`src/rtl/vga_game_window_pkg.sv`:
```
// Shared VGA 640x480@60 timing constants and game window defaults.
// No logic; holds constants and a small helper function only.
package vga_game_window_pkg;

  function automatic int axis_total(input int vis, input int front, input int sync, input int back);
    return vis + front + sync + back;
  endfunction

  localparam int DEF_H_VISIBLE = 640;
  localparam int DEF_H_FRONT   = 16;
  localparam int DEF_H_SYNC    = 96;
  localparam int DEF_H_BACK    = 48;
  localparam int DEF_V_VISIBLE = 480;
  localparam int DEF_V_FRONT   = 10;
  localparam int DEF_V_SYNC    = 2;
  localparam int DEF_V_BACK    = 33;
  localparam int DEF_H_TOTAL   = axis_total(DEF_H_VISIBLE, DEF_H_FRONT, DEF_H_SYNC, DEF_H_BACK);
  localparam int DEF_V_TOTAL   = axis_total(DEF_V_VISIBLE, DEF_V_FRONT, DEF_V_SYNC, DEF_V_BACK);

  localparam int DEF_GAME_W    = 224;
  localparam int DEF_GAME_H    = 288;
  localparam int DEF_SCALE     = 1;
  localparam int DEF_H_OFFSET  = 208;
  localparam int DEF_V_OFFSET  = 96;

endpackage

```
`src/rtl/vga_axis_counter.sv`:
```
// One raster axis: position counter, sync/visible/window decode and game-coordinate mapping.
// Decodes are combinational on the held count; state advances on en; free-running, no backpressure.
module vga_axis_counter
  import vga_game_window_pkg::*;
#(
  parameter int VISIBLE = DEF_H_VISIBLE,
  parameter int FRONT   = DEF_H_FRONT,
  parameter int SYNC    = DEF_H_SYNC,
  parameter int BACK    = DEF_H_BACK,
  parameter int OFFSET  = DEF_H_OFFSET,
  parameter int SIZE    = DEF_GAME_W,
  parameter int SCALE   = DEF_SCALE,
  parameter int CNT_W   = $clog2(axis_total(VISIBLE, FRONT, SYNC, BACK)),
  parameter int SUB_W   = 1,
  parameter int CW      = $clog2(SIZE)
) (
  input  logic             vga_pix_clk,
  input  logic             rst_n,
  input  logic             en,
  output logic [CNT_W-1:0] count,
  output logic             sync_n,
  output logic             vis,
  output logic             win,
  output logic             sub_zero,
  output logic [CW-1:0]    coord
);

  localparam int TOTAL   = axis_total(VISIBLE, FRONT, SYNC, BACK);
  localparam int SYNC_LO = VISIBLE + FRONT;
  localparam int SYNC_HI = SYNC_LO + SYNC;
  localparam int WIN_HI  = OFFSET + SIZE * SCALE;

  logic [CNT_W-1:0] count_nxt;
  logic [SUB_W-1:0] sub;

  assign count_nxt = (count == CNT_W'(TOTAL - 1)) ? '0 : count + CNT_W'(1);

  assign sync_n   = !(int'(count) >= SYNC_LO && int'(count) < SYNC_HI);
  assign vis      = int'(count) < VISIBLE;
  assign win      = int'(count) >= OFFSET && int'(count) < WIN_HI;
  assign sub_zero = sub == '0;

  // sub/coord describe the position held in count; they are zeroed on entry to the window
  // so stale values left past the window edge never leak into the next line or frame.
  always_ff @(posedge vga_pix_clk or negedge rst_n) begin
    if (!rst_n) begin
      count <= '0;
      sub   <= '0;
      coord <= '0;
    end else if (en) begin
      count <= count_nxt;
      if (count_nxt == CNT_W'(OFFSET)) begin
        sub   <= '0;
        coord <= '0;
      end else if (win) begin
        if (sub == SUB_W'(SCALE - 1)) begin
          sub   <= '0;
          coord <= coord + CW'(1);
        end else begin
          sub <= sub + SUB_W'(1);
        end
      end
    end
  end

endmodule

```
`src/rtl/vga_game_window.sv`:
```
// VGA 640x480@60 timing plus mapping of the raster onto the scaled, offset game window.
// All outputs registered (1 cycle after the counter state); no backpressure. GAME_WINDOW_FRAME_CNT_EN adds frame_cnt.
module vga_game_window
  import vga_game_window_pkg::*;
#(
  parameter int H_VISIBLE = DEF_H_VISIBLE,
  parameter int H_FRONT   = DEF_H_FRONT,
  parameter int H_SYNC    = DEF_H_SYNC,
  parameter int H_BACK    = DEF_H_BACK,
  parameter int V_VISIBLE = DEF_V_VISIBLE,
  parameter int V_FRONT   = DEF_V_FRONT,
  parameter int V_SYNC    = DEF_V_SYNC,
  parameter int V_BACK    = DEF_V_BACK,
  parameter int GAME_W    = DEF_GAME_W,
  parameter int GAME_H    = DEF_GAME_H,
  parameter int SCALE     = DEF_SCALE,
  parameter int H_OFFSET  = DEF_H_OFFSET,
  parameter int V_OFFSET  = DEF_V_OFFSET
) (
  input  logic                      vga_pix_clk,
  input  logic                      rst_n,
  output logic                      hsync,
  output logic                      vsync,
  output logic                      vga_de,
  output logic [$clog2(GAME_W)-1:0] sx,
  output logic [$clog2(GAME_H)-1:0] sy,
  output logic                      game_pix_stb,
  output logic                      frame_stb,
  output logic                      display_enabled
`ifdef GAME_WINDOW_FRAME_CNT_EN
  ,
  output logic [7:0]                frame_cnt
`endif
);

  localparam int H_TOTAL = axis_total(H_VISIBLE, H_FRONT, H_SYNC, H_BACK);
  localparam int V_TOTAL = axis_total(V_VISIBLE, V_FRONT, V_SYNC, V_BACK);
  localparam int H_CNT_W = $clog2(H_TOTAL);
  localparam int V_CNT_W = $clog2(V_TOTAL);
  localparam int SUB_W   = (SCALE > 1) ? $clog2(SCALE) : 1;
  localparam int SX_W    = $clog2(GAME_W);
  localparam int SY_W    = $clog2(GAME_H);

  if (SCALE < 1) begin : g_bad_scale
    $error("vga_game_window: SCALE must be >= 1");
  end
  if (H_OFFSET + GAME_W * SCALE > H_VISIBLE) begin : g_bad_h_window
    $error("vga_game_window: game window exceeds visible width");
  end
  if (V_OFFSET + GAME_H * SCALE > V_VISIBLE) begin : g_bad_v_window
    $error("vga_game_window: game window exceeds visible height");
  end

  logic [H_CNT_W-1:0] hcount;
  logic [V_CNT_W-1:0] vcount;
  logic               h_sync_n, h_vis, h_win, h_sub_zero;
  logic               v_sync_n, v_vis, v_win, v_sub_zero;
  logic [SX_W-1:0]    h_coord;
  logic [SY_W-1:0]    v_coord;
  logic               line_end, in_window, frame_start;

  assign line_end    = hcount == H_CNT_W'(H_TOTAL - 1);
  assign in_window   = h_win & v_win;
  assign frame_start = (hcount == '0) && (vcount == '0);

  vga_axis_counter #(
    .VISIBLE(H_VISIBLE), .FRONT(H_FRONT), .SYNC(H_SYNC), .BACK(H_BACK),
    .OFFSET(H_OFFSET), .SIZE(GAME_W), .SCALE(SCALE),
    .CNT_W(H_CNT_W), .SUB_W(SUB_W), .CW(SX_W)
  ) u_h_axis (
    .vga_pix_clk(vga_pix_clk), .rst_n(rst_n), .en(1'b1),
    .count(hcount), .sync_n(h_sync_n), .vis(h_vis), .win(h_win),
    .sub_zero(h_sub_zero), .coord(h_coord)
  );

  vga_axis_counter #(
    .VISIBLE(V_VISIBLE), .FRONT(V_FRONT), .SYNC(V_SYNC), .BACK(V_BACK),
    .OFFSET(V_OFFSET), .SIZE(GAME_H), .SCALE(SCALE),
    .CNT_W(V_CNT_W), .SUB_W(SUB_W), .CW(SY_W)
  ) u_v_axis (
    .vga_pix_clk(vga_pix_clk), .rst_n(rst_n), .en(line_end),
    .count(vcount), .sync_n(v_sync_n), .vis(v_vis), .win(v_win),
    .sub_zero(v_sub_zero), .coord(v_coord)
  );

  always_ff @(posedge vga_pix_clk or negedge rst_n) begin
    if (!rst_n) begin
      hsync           <= 1'b1;
      vsync           <= 1'b1;
      vga_de          <= 1'b0;
      sx              <= '0;
      sy              <= '0;
      game_pix_stb    <= 1'b0;
      frame_stb       <= 1'b0;
      display_enabled <= 1'b0;
    end else begin
      hsync           <= h_sync_n;
      vsync           <= v_sync_n;
      vga_de          <= h_vis & v_vis;
      sx              <= in_window ? h_coord : '0;
      sy              <= in_window ? v_coord : '0;
      game_pix_stb    <= in_window & h_sub_zero & v_sub_zero;
      frame_stb       <= frame_start;
      display_enabled <= in_window;
    end
  end

`ifdef GAME_WINDOW_FRAME_CNT_EN
  // Steps on the same edge that raises frame_stb, so the first frame after reset reads 1.
  always_ff @(posedge vga_pix_clk or negedge rst_n) begin
    if (!rst_n) begin
      frame_cnt <= 8'd0;
    end else if (frame_start) begin
      frame_cnt <= frame_cnt + 8'd1;
    end
  end
`endif

endmodule

```
`config.mk`:
```
export PLATFORM = sky130hd
export DESIGN_NAME = vga_game_window
export DESIGN_NICKNAME = d
export VERILOG_FILES = /design/src/rtl/vga_game_window_pkg.sv /design/src/rtl/vga_axis_counter.sv /design/src/rtl/vga_game_window.sv
export SDC_FILE = /design/constraint.sdc
export NUM_CORES = 1
export LEC_CHECK = 0
export ABC_AREA = 1
export BUFFER_PORTS_ARGS = -buffer_cell sky130_fd_sc_hd__buf_2
export CORE_MARGIN = 1
export CORE_UTILIZATION = 65
export DETAILED_ROUTE_END_ITERATION = 10
export GPL_ROUTABILITY_DRIVEN = 1
export PLACE_DENSITY = 0.85
export REMOVE_ABC_BUFFERS = 1
export SETUP_SLACK_MARGIN = 0.2
export SYNTH_ARGS = -nofsm -noshare
export SYNTH_HDL_FRONTEND = slang
export SYNTH_HIERARCHICAL = 1
export SYNTH_SLANG_ARGS = --single-unit
```
`constraint.sdc`:
```
create_clock -name vga_pix_clk -period 4.22 [get_ports vga_pix_clk]
set_input_delay 0.211 -clock vga_pix_clk [delete_from_list [all_inputs] [get_ports vga_pix_clk]]
set_output_delay 0.211 -clock vga_pix_clk [all_outputs]
set_load 0.02 [all_outputs]
```
==> out/qor.txt, run 1 <==
Fin Hold WS = -0.0009530 ns
Die area = 5570 µm²
Total grt overflow = 0
Hold buffer count at cts = 0
Cells after synthesis = 431
#FFs+latches synth = 60
Fin crit period = 2.023 ns
Number of DRC markers in iteration 0 = 240
Final setup fails = 0
Nets = 472
Die height = 74.64 µm
Root Buffer = clkbuf_8
Post-CTS sizing = 0
PwrDens = 380.5 nW/µm²
CTS Buf Count = 9
Crit Path Max Fanout = 10
CTS sink cnt = 60
Max cap viols = 0
Synthesis Warnings = 6
DP HPWL = 4570 µm
CTS tree = built
Starting Density = 0.6715
Post-synth EDFFs = 0
Hold Path Class = in -> async
Violated checks = negative hold slack
Antenna violations before repair = 0
Sequential-to-total area share from yosys stat = 0.4385
Setup crit end kind = flip-flop
Port Buffers = 24
WS Path Type = reg -> reg
First-pass GRT wire length = 11240 µm
CP arrival = 2.25 ns
Clock buffer depth = 2
Slew HR = 0.5197
Number of global-route vias before repair = 2522
Sum Neg Setup Slack = 0 ns
DR pass1 iterations = 6
Dominant cell type by area after synthesis = dfrtp_1
RePlAce Congestion = 0.8897
Total GRT Usage = 0.2674
Worst Tran Pin Value = 0.7205 ns
Fin. Hold Viols = 4
Largest net degree at the start of global routing = 61
Dominant synthesized flop cell = dfrtp_1
Post-synth top area share = 0.4232
Synth Cell Area = 3430 µm²
Async SR Flop Fraction = 1.000
ANT nets after route = 0
Leakage = 2.066 nW
Unrepaired setup endpoints after global routing = false
DRC = 0
Area growth from synthesis to layout = 11.13%
Final Slew Violations = 0
Most frequent cells after synthesis = 110 x nand2_1, 64 x inv_1, 58 x dfrtp_1, 43 x nor2_1, 27 x nand4_1
Row cnt = 26
Ant. Diodes = 0
Layout cells sized above 1 = 0.1692
Top cells by area, synth = dfrtp_1 42%, nand2_1 12%, inv_1 7.0%
Via count = 2825
Via-per-instance ratio = 5.261
Fin crit share = 0.4794
Die Span X = 74.64 µm
Worst-Skew Late Latency = 0.34 ns
Fin util = 0.7462
Clk slew on worst S/H paths = 0.07 ns
Critical Path RT = 4.45 ns
I/O Pins = 25
Maximum clock frequency = 0.4943 GHz
H-tree depth = 3
# Post-CTS Setup Buffers = 0
Setup Skew = 0.006356 ns
Worst vdd ir = 284.3 µV
Startpoint Class = flip-flop
Mean post-synth cell area = 7.957 µm²
Cell with the most instances after synthesis = nand2_1
Wirelength per Cell = 12.45 µm
Routed wire length = 6684 µm
Yosys cell types = 38
Status = finished, violations left
Core box area = 5107 µm²
R2r setup slk = 2.20 ns
==> critical path, cell delays in order (launching register included) <==
cell     delay (ns)
dfrtp_1        0.43
inv_1          0.18
ha_1           0.17
nand2_1        0.06
nor2_2         0.14
nand4_4        0.16
o21ai_1        0.15
nand2_1        0.11
nor2_4         0.13
nand2_4        0.09
nand2_4        0.07
nand2_4        0.08
nand2_1        0.08
nand2_1        0.05
==> kinds of logic after synthesis <==
kind of cell / synth area share
adder cells (fa/ha/maj): 0.02919
AND/OR/NAND/NOR: 0.3397
buffers and inverters: 0.09230
other: 0.003283
AO/OA/AOI/OAI: 0.05144
flip-flops: 0.4385
XOR/XNOR: 0.04561
==> routing by layer <==
| metal | part of all wire | global-route usage |
|---|---|---|
| met1 | 0.46 | 0.3550 |
| met2 | 0.49 | 0.4244 |
| met3 | 0.036 | 0.03748 |
| met4 | 0.023 | 0.1468 |
| met5 | 0 | 0 |
==> through the flow <==
stage	setup WS [ns]	total power, mW	instance area (µm²)	hold WS (ns)	std cells
6_report	2.197	1.450	3811	-0.0009530	537
5_1_grt	2.039	1.531	3811	0.09555	537
4_1_cts	2.212	1.457	3811	0.04014	537
3_5_place_dp	2.226	0.9364	3611	0.4048	521
3_3_place_gp	2.298	0.9199	3611	0.4011	521
2_1_floorplan	1.747	0.8681	3383	-0.08459	425
==> power breakdown <==
group          switching [mW]  leakage [nW]  internal (mW)
clock network           0.246        0.0958          0.275
logic                   0.146          1.16         0.0797
registers              0.0816         0.813          0.621
total                   0.474          2.07          0.976
==> path summary, 6_finish.rpt <==
check                                  start                 to  cells after the start
min                                    rst_n  u_h_axis/count[7]                      2
min reg2reg                u_h_axis/coord[1]              sx[1]                      2
max                        u_v_axis/count[0]  u_v_axis/coord[7]                     13
min in group vga_pix_clk   u_h_axis/coord[1]              sx[1]                      2
max reg2reg                u_v_axis/count[0]  u_v_axis/coord[7]                     13
max in group asynchronous              rst_n  u_h_axis/count[0]                      2
==> layout make-up <==
| class | count | area (µm²) |
|---|---|---|
| multi-input combinational | 297 | 1629 |
| clock inverter | 7 | 76.32 |
| inverter | 68 | 255.2 |
| tap | 70 | 87.58 |
| timing repair buffer | 26 | 135.1 |
| fill | 368 | 1296 |
| sequential | 60 | 1504 |
| clock buffer | 9 | 123.9 |
==> cell usage in the layout, fill, tap and decap left out, types with 4 or more instances in the layout <==
cell and n:
ha_1 8, nor2_4 4, clkbuf_8 9, nor2_1 43, nand3_1 22, xor2_1 15
inv_1 64, nand4_1 27, nand2_4 8, buf_2 24, dfrtp_1 58, nand2_1 110
o21ai_0 21, nor2_2 7, conb_1 7
==> sequential cells by signal (all words and copies together) (netlist names) <==
name	cells
sx	8
hsync	1
vsync	1
vga_de	1
frame_stb	1
u_h_axis/count	10
u_v_axis/count	10
game_pix_stb	1
u_h_axis/coord	8
sy	9
u_v_axis/coord	9
display_enabled	1
No activity file was read; power rests on OpenSTA's default activity.
==> inputs of run 2 (changes only) <==
--- a/config.mk
+++ b/config.mk
@@ -8,10 +8,10 @@
 export ABC_AREA = 1
 export BUFFER_PORTS_ARGS = -buffer_cell sky130_fd_sc_hd__buf_2
 export CORE_MARGIN = 1
-export CORE_UTILIZATION = 65
+export CORE_UTILIZATION = 60
 export DETAILED_ROUTE_END_ITERATION = 10
 export GPL_ROUTABILITY_DRIVEN = 1
-export PLACE_DENSITY = 0.85
+export PLACE_DENSITY = 0.79
 export REMOVE_ABC_BUFFERS = 1
 export SETUP_SLACK_MARGIN = 0.2
 export SYNTH_ARGS = -nofsm -noshare
==> constraint.sdc (replaced) <==
create_clock -name vga_pix_clk -period 2.05 [get_ports vga_pix_clk]
set_input_delay 0.1025 -clock vga_pix_clk [delete_from_list [all_inputs] [get_ports vga_pix_clk]]
set_output_delay 0.1025 -clock vga_pix_clk [all_outputs]
set_load 0.02 [all_outputs]
==> run 2 against run 1 <==
The flow now finishes without violations. Highest routed layer unchanged. Critical path depth unchanged. Clock skew is 0.0052 ns higher. Largest cell class unchanged. Clock power rose by 130%. Sequential share of layout area decreased by 2.6 points. Routed wire length grew 13%.
==> out/qor.txt, run 2 (synthesized netlist as in run 1, its figures left out) <==
Die height = 77.61 µm
PwrDens = 776.3 nW/µm²
CP max stage delay = 0.46 ns
Worst Tran Pin Value = 0.5024 ns
FF-to-FF path depth = 13
Sw Pwr = 983.9 µW
Final setup fails = 0
Area of the multi-input gates = 1734 µm²
Max cap viols = 0
Biggest registers after layout = u_h_axis/count (10), u_v_axis/count (10)
RePlAce Congestion = 0.9091
Leakage = 2.178 nW
CTS Buf Count = 9
Hold Path Class = in -> async
Worst vdd ir = 671.4 µV
Switching Fraction = 0.3084
Startpoint Class = flip-flop
Die Span X = 77.61 µm
CP cell instances = inv_2, ha_4, nand2_4, nor2_4, nand4_4, nand3_2, nand2_2, nor2_4, nand2_4, nand2_4, nand2_4, nand2_1, nand2_1
Clock buffer depth = 2
Routed wire length = 7524 µm
CTS sink cnt = 60
Number of DRC markers in iteration 0 = 187
Layout cells sized above 1 = 0.2449
DR pass1 iterations = 4
Slowest library cell on the worst path = dfrtp_2
Wl on met1 = 3128 µm
Logic gate share of total power = 0.171
First-pass GRT wire length = 12410 µm
Total GRT Usage = 0.2691
Post-Place Setup Slack = 0.07203 ns
Port Buffers = 24
Core box area = 5507 µm²
Top Layer Used = met4
DRC = 0
Nets = 491
Status = finished clean
Met2 wire length = 3893 µm
Antenna violations before repair = 0
Placed Area = 3666 µm²
Starting Density = 0.6228
Fin Hold WS = 0.2599 ns
Crit Path Max Fanout = 7
Sum Neg Setup Slack = 0 ns
Clock Power Share = 0.378
Fin crit share = 0.9065
Fin. Hold Viols = 0
H-tree depth = 3
Fin crit period = 1.858 ns
Crit Reg-Reg Startpoint = u_v_axis/count[1]
CP dominant cell by count = nand2_4
Total grt overflow = 0
Number of global-route vias before repair = 2788
Most frequent cells in the layout = 104 x nand2_1, 62 x inv_1, 51 x dfrtp_1, 43 x nor2_1, 27 x nand4_1
Commonest non-fill, non-tap cell in the layout = nand2_1
Fillers = 393
Register area = 1513 µm²
Maximum clock frequency = 0.5381 GHz
Setup Skew = 0.01157 ns
Die area = 6023 µm²
Critical Path RT = 2.28 ns
ANT nets after route = 0
Clk slew on worst S/H paths = 0.07 ns
Setup crit end kind = flip-flop
Slew HR = 0.6651
Ant. Diodes = 0
WS Path Type = reg -> reg
Internal = 2.206 mW
I/O Pins = 25
Fin area = 4109 µm²
Via count = 2957
Final Slew Violations = 0
Area growth from synthesis to layout = 19.81%
Met3 routed WL = 373 µm
DP HPWL = 4982 µm
Reg power frac = 0.451
Final Non-Filler Cells = 558
Placed cells = 530
R2r setup slk = 0.19 ns
R2r endpoint = u_v_axis/coord[8]
Unrepaired setup endpoints after global routing = true
Wirelength per Cell = 13.48 µm
Worst setup margin = 0.1917 ns
CTS tree = built
CP arrival = 2.09 ns
Largest net degree at the start of global routing = 24
Via-per-instance ratio = 5.299
Row cnt = 27
Root Buffer = clkbuf_8
Worst-Skew Late Latency = 0.34 ns
## run 2: how the worst max path moves through the flow
stage | slack (ns) | start | cells past startpoint | end
after global routing | 0.10 | u_v_axis/count[1] | 13 | u_v_axis/coord[8]
after global placement | 0.19 | u_v_axis/count[0] | 13 | u_v_axis/coord[4]
after floorplan | -0.42 | u_h_axis/count[7] | 6 | u_v_axis/count[4]
after CTS | 0.20 | u_v_axis/count[1] | 14 | u_v_axis/coord[7]
after detailed placement | 0.07 | u_v_axis/count[0] | 13 | u_v_axis/coord[7]
final | 0.19 | u_v_axis/count[1] | 13 | u_v_axis/coord[8]
## run 2: final cells by class
type,count,share of cell area
clock buffer,10,0.03350
inverter,68,0.06273
timing repair buffer,44,0.07034
tap,72,0.02192
sequential,60,0.3681
clock inverter,6,0.02132
multi-input combinational,298,0.4220
## run 2: per-stage QoR
| step | utilization | power, mW |
|---|---|---|
| floorplan | - | 1.787 |
| global placement | 0.6658 | 1.928 |
| detailed placement | 0.6658 | 1.961 |
| CTS | 0.7119 | 3.162 |
| global route | 0.7462 | 3.358 |
| finish | 0.7462 | 3.190 |
## run 2: worst max-delay path: cells and delay by family, from the launching register on
| family | cells | cell delay (ns) |
|---|---|---|
| AND/OR/NAND/NOR | 11 | 1.06 |
| flip-flops | 1 | 0.46 |
| adder cells (fa/ha/maj) | 1 | 0.14 |
| buffers and inverters | 1 | 0.09 |
## run 2: what timing repair did
item / 4_1_cts / 5_1_grt
hold buffers: 1 / 0
gates resized for setup: 3 / 29
endpoints found under the hold margin: 20 / 0
cloned: 0 / 1
setup buffers: 2 / 8
endpoints found under the setup margin: 9 / 19
pin swaps: 0 / 13
## run 2: power groups by stage
stage                     combinational (mW)  clock [mW]  sequential [mW]
after floorplan                        0.352           0             1.44
after global placement                 0.487           0             1.44
after detailed placement               0.516           0             1.44
after CTS                              0.522        1.22             1.42
after global routing                   0.624        1.27             1.46
final                                  0.547        1.21             1.44
## run 2: routing by layer
layer,global-route usage,vias to the layer above
met1,0.3235,1394
met2,0.4619,101
met3,0.05059,13
met5,0,-
met4,0.1321,0
li1,-,1449
==> inputs of run 3 (changes only) <==
--- a/config.mk
+++ b/config.mk
@@ -8,10 +8,10 @@
 export ABC_AREA = 1
 export BUFFER_PORTS_ARGS = -buffer_cell sky130_fd_sc_hd__buf_2
 export CORE_MARGIN = 1
-export CORE_UTILIZATION = 60
+export CORE_UTILIZATION = 55
 export DETAILED_ROUTE_END_ITERATION = 10
 export GPL_ROUTABILITY_DRIVEN = 1
-export PLACE_DENSITY = 0.79
+export PLACE_DENSITY = 0.74
 export REMOVE_ABC_BUFFERS = 1
 export SETUP_SLACK_MARGIN = 0.2
 export SYNTH_ARGS = -nofsm -noshare
==> run 3 against run 2 <==
Register-to-register slack worse by 0.03 ns. Global-route usage down 3.1 points. Worst setup slack lost 0.031 ns. Sequential share of layout area down 0.20 points. Via count down 0.64%. Die area grew 8.8%. Maximum frequency down 1.7%. Non-clock buffer count shrank 1. Count of clock-buffer cells in the layout rose by 1. Flip-flop and latch count unchanged. Worst hold slack gained 0.18 ns. Clock power shrank 9.9%. Critical endpoint is now u_v_axis/coord[2]. Largest cell class unchanged.
==> out/qor.txt, run 3 (synthesized netlist as in run 1, its figures left out) <==
Maximum clock frequency = 0.5292 GHz
Via count = 2938
Final Slew Violations = 0
CTS Buf Count = 9
First-pass GRT wire length = 11680 µm
Row cnt = 28
Largest net degree at the start of global routing = 61
Ant. Diodes = 0
Setup crit end kind = flip-flop
Number of DRC markers in iteration 0 = 199
CTS sink cnt = 60
Fin crit period = 1.890 ns
Crit path buf inv count = 1
Antenna violations before repair = 0
Crit Path Max Fanout = 7
Max cap viols = 0
Startpoint Class = flip-flop
Slew HR = 0.5119
Fin util = 0.6914
Die height = 80.97 µm
Crit path max-delay family = simple AND/OR/NAND/NOR gates
Hold Path Class = in -> async
Most frequent cells in the layout = 97 x nand2_1, 62 x inv_1, 55 x dfrtp_1, 43 x nor2_1, 27 x nand4_1
Clk slew on worst S/H paths = 0.07 ns
Layout cells sized above 1 = 0.2495
Total grt overflow = 0
Worst setup margin = 0.1603 ns
Commonest non-fill, non-tap cell in the layout = nand2_1
Core box area = 5956 µm²
Status = finished clean
Worst vdd ir = 574.6 µV
Biggest registers after layout = u_h_axis/count (10), u_v_axis/count (10)
Crit Reg-Reg Startpoint = u_v_axis/count[0]
Final setup fails = 0
Unrepaired setup endpoints after global routing = true
Fin. Hold Viols = 0
Number of global-route vias before repair = 2626
Placed cells = 531
CP arrival = 2.13 ns
Root Buffer = clkbuf_8
Total GRT Usage = 0.2381
Starting Density = 0.5758
DR pass1 iterations = 5
Area growth from synthesis to layout = 20.07%
I/O Pins = 25
Die area = 6555 µm²
Wirelength per Cell = 13.36 µm
Via-per-instance ratio = 5.246
Fillers = 459
Worst Tran Pin Value = 0.7321 ns
Die Span X = 80.97 µm
ANT nets after route = 0
Nets = 491
CP max stage delay = 0.43 ns
RePlAce Congestion = 0.9119
FF-to-FF path depth = 13
Critical Path RT = 2.29 ns
CP dominant cell by count = nand2_4
PwrDens = 743.1 nW/µm²
DRC = 0
DP HPWL = 4725 µm
WS Path Type = reg -> reg
Final Non-Filler Cells = 560
H-tree depth = 3
Critical Path Source = u_v_axis/count[0]
Setup Skew = 0.008427 ns
Critical Path Stages = 13
Clock buffer depth = 2
CTS tree = built
Slowest library cell on the worst path = dfrtp_1
CP cell instances = inv_2, ha_4, nand2_4, nor2_4, nand4_4, nand3_2, nand2_2, nor2_4, nand2_4, nand2_4, nand2_4, nand2_1, nand2_1
Fin crit share = 0.9218
Post-Place Setup Slack = 0.1149 ns
Port Buffers = 24
Routed wire length = 7479 µm
Leakage = 2.179 nW
Worst-Skew Late Latency = 0.35 ns
run 3: cell types whose count changed in the layout (fill, tap and decap cells not counted), moves of 2 or more:
cell,previous run,this run
nand2_1,104,97
nand2_2,7,14
buf_4,17,13
dfrtp_1,51,55
dfrtp_2,7,3
clkinvlp_4,0,2
ha_4,3,1
run 3: through the flow:
stage | setup TNS, ns | total power [mW] | cell area, µm² | hold slack, ns
after floorplan | -3.964 | 1.787 | 3383 | -0.1931
after global placement | 0 | 1.924 | 3655 | 0.3031
after global routing | 0 | 3.225 | 4118 | 0.5339
final | 0 | 3.060 | 4118 | 0.4372
after CTS | 0 | 3.041 | 3899 | 0.4601
after detailed placement | 0 | 1.944 | 3655 | 0.3024
run 3: layout make-up:
cell class	count	area (µm²)	share of cell area
timing repair inverter	1	7.507	0.001823
multi-input combinational	298	1754	0.4260
sequential	60	1508	0.3662
inverter	68	259.0	0.06290
timing repair buffer	43	295.3	0.07171
clock buffer	11	151.4	0.03677
tap	75	93.84	0.02279
clock inverter	4	48.80	0.01185
run 3: tightest hold or removal path, cell delays in order:
cell and delay [ns]:
dlygate4sd3_1 0.52, buf_2 0.09, buf_4 0.58
run 3: what timing repair did:
action                                 CTS  global route
setup buffers                            4             6
gates resized for setup                  3            35
hold buffers                             1             0
pin swaps                                0            14
setup endpoints to repair                9            22
gates cloned                             0             3
endpoints found under the hold margin   58             0
run 3: routing by layer:
| layer | GRT usage | wire length, µm |
|---|---|---|
| met5 | 0 | 0 |
| met4 | 0.1446 | 176 |
| met3 | 0.04607 | 332 |
| met2 | 0.3773 | 3634 |
| met1 | 0.2992 | 3335 |
run 3: power breakdown:
group | switching, mW | leakage, nW | internal (mW)
clock network | 0.474 | 0.105 | 0.618
registers | 0.151 | 0.808 | 1.28
logic | 0.339 | 1.27 | 0.196
total | 0.963 | 2.18 | 2.10
run 3: path summary, 6_finish.rpt:
kind | end | slack (ns)
setup / recovery | u_v_axis/coord[2] | 0.16
hold / removal | vga_de | 0.44
setup reg to reg | u_v_axis/coord[2] | 0.16
hold reg to reg | u_h_axis/coord[7] | 0.53
max in group asynchronous | u_h_axis/count[4] | 1.09
min in group vga_pix_clk | u_h_axis/coord[7] | 0.53
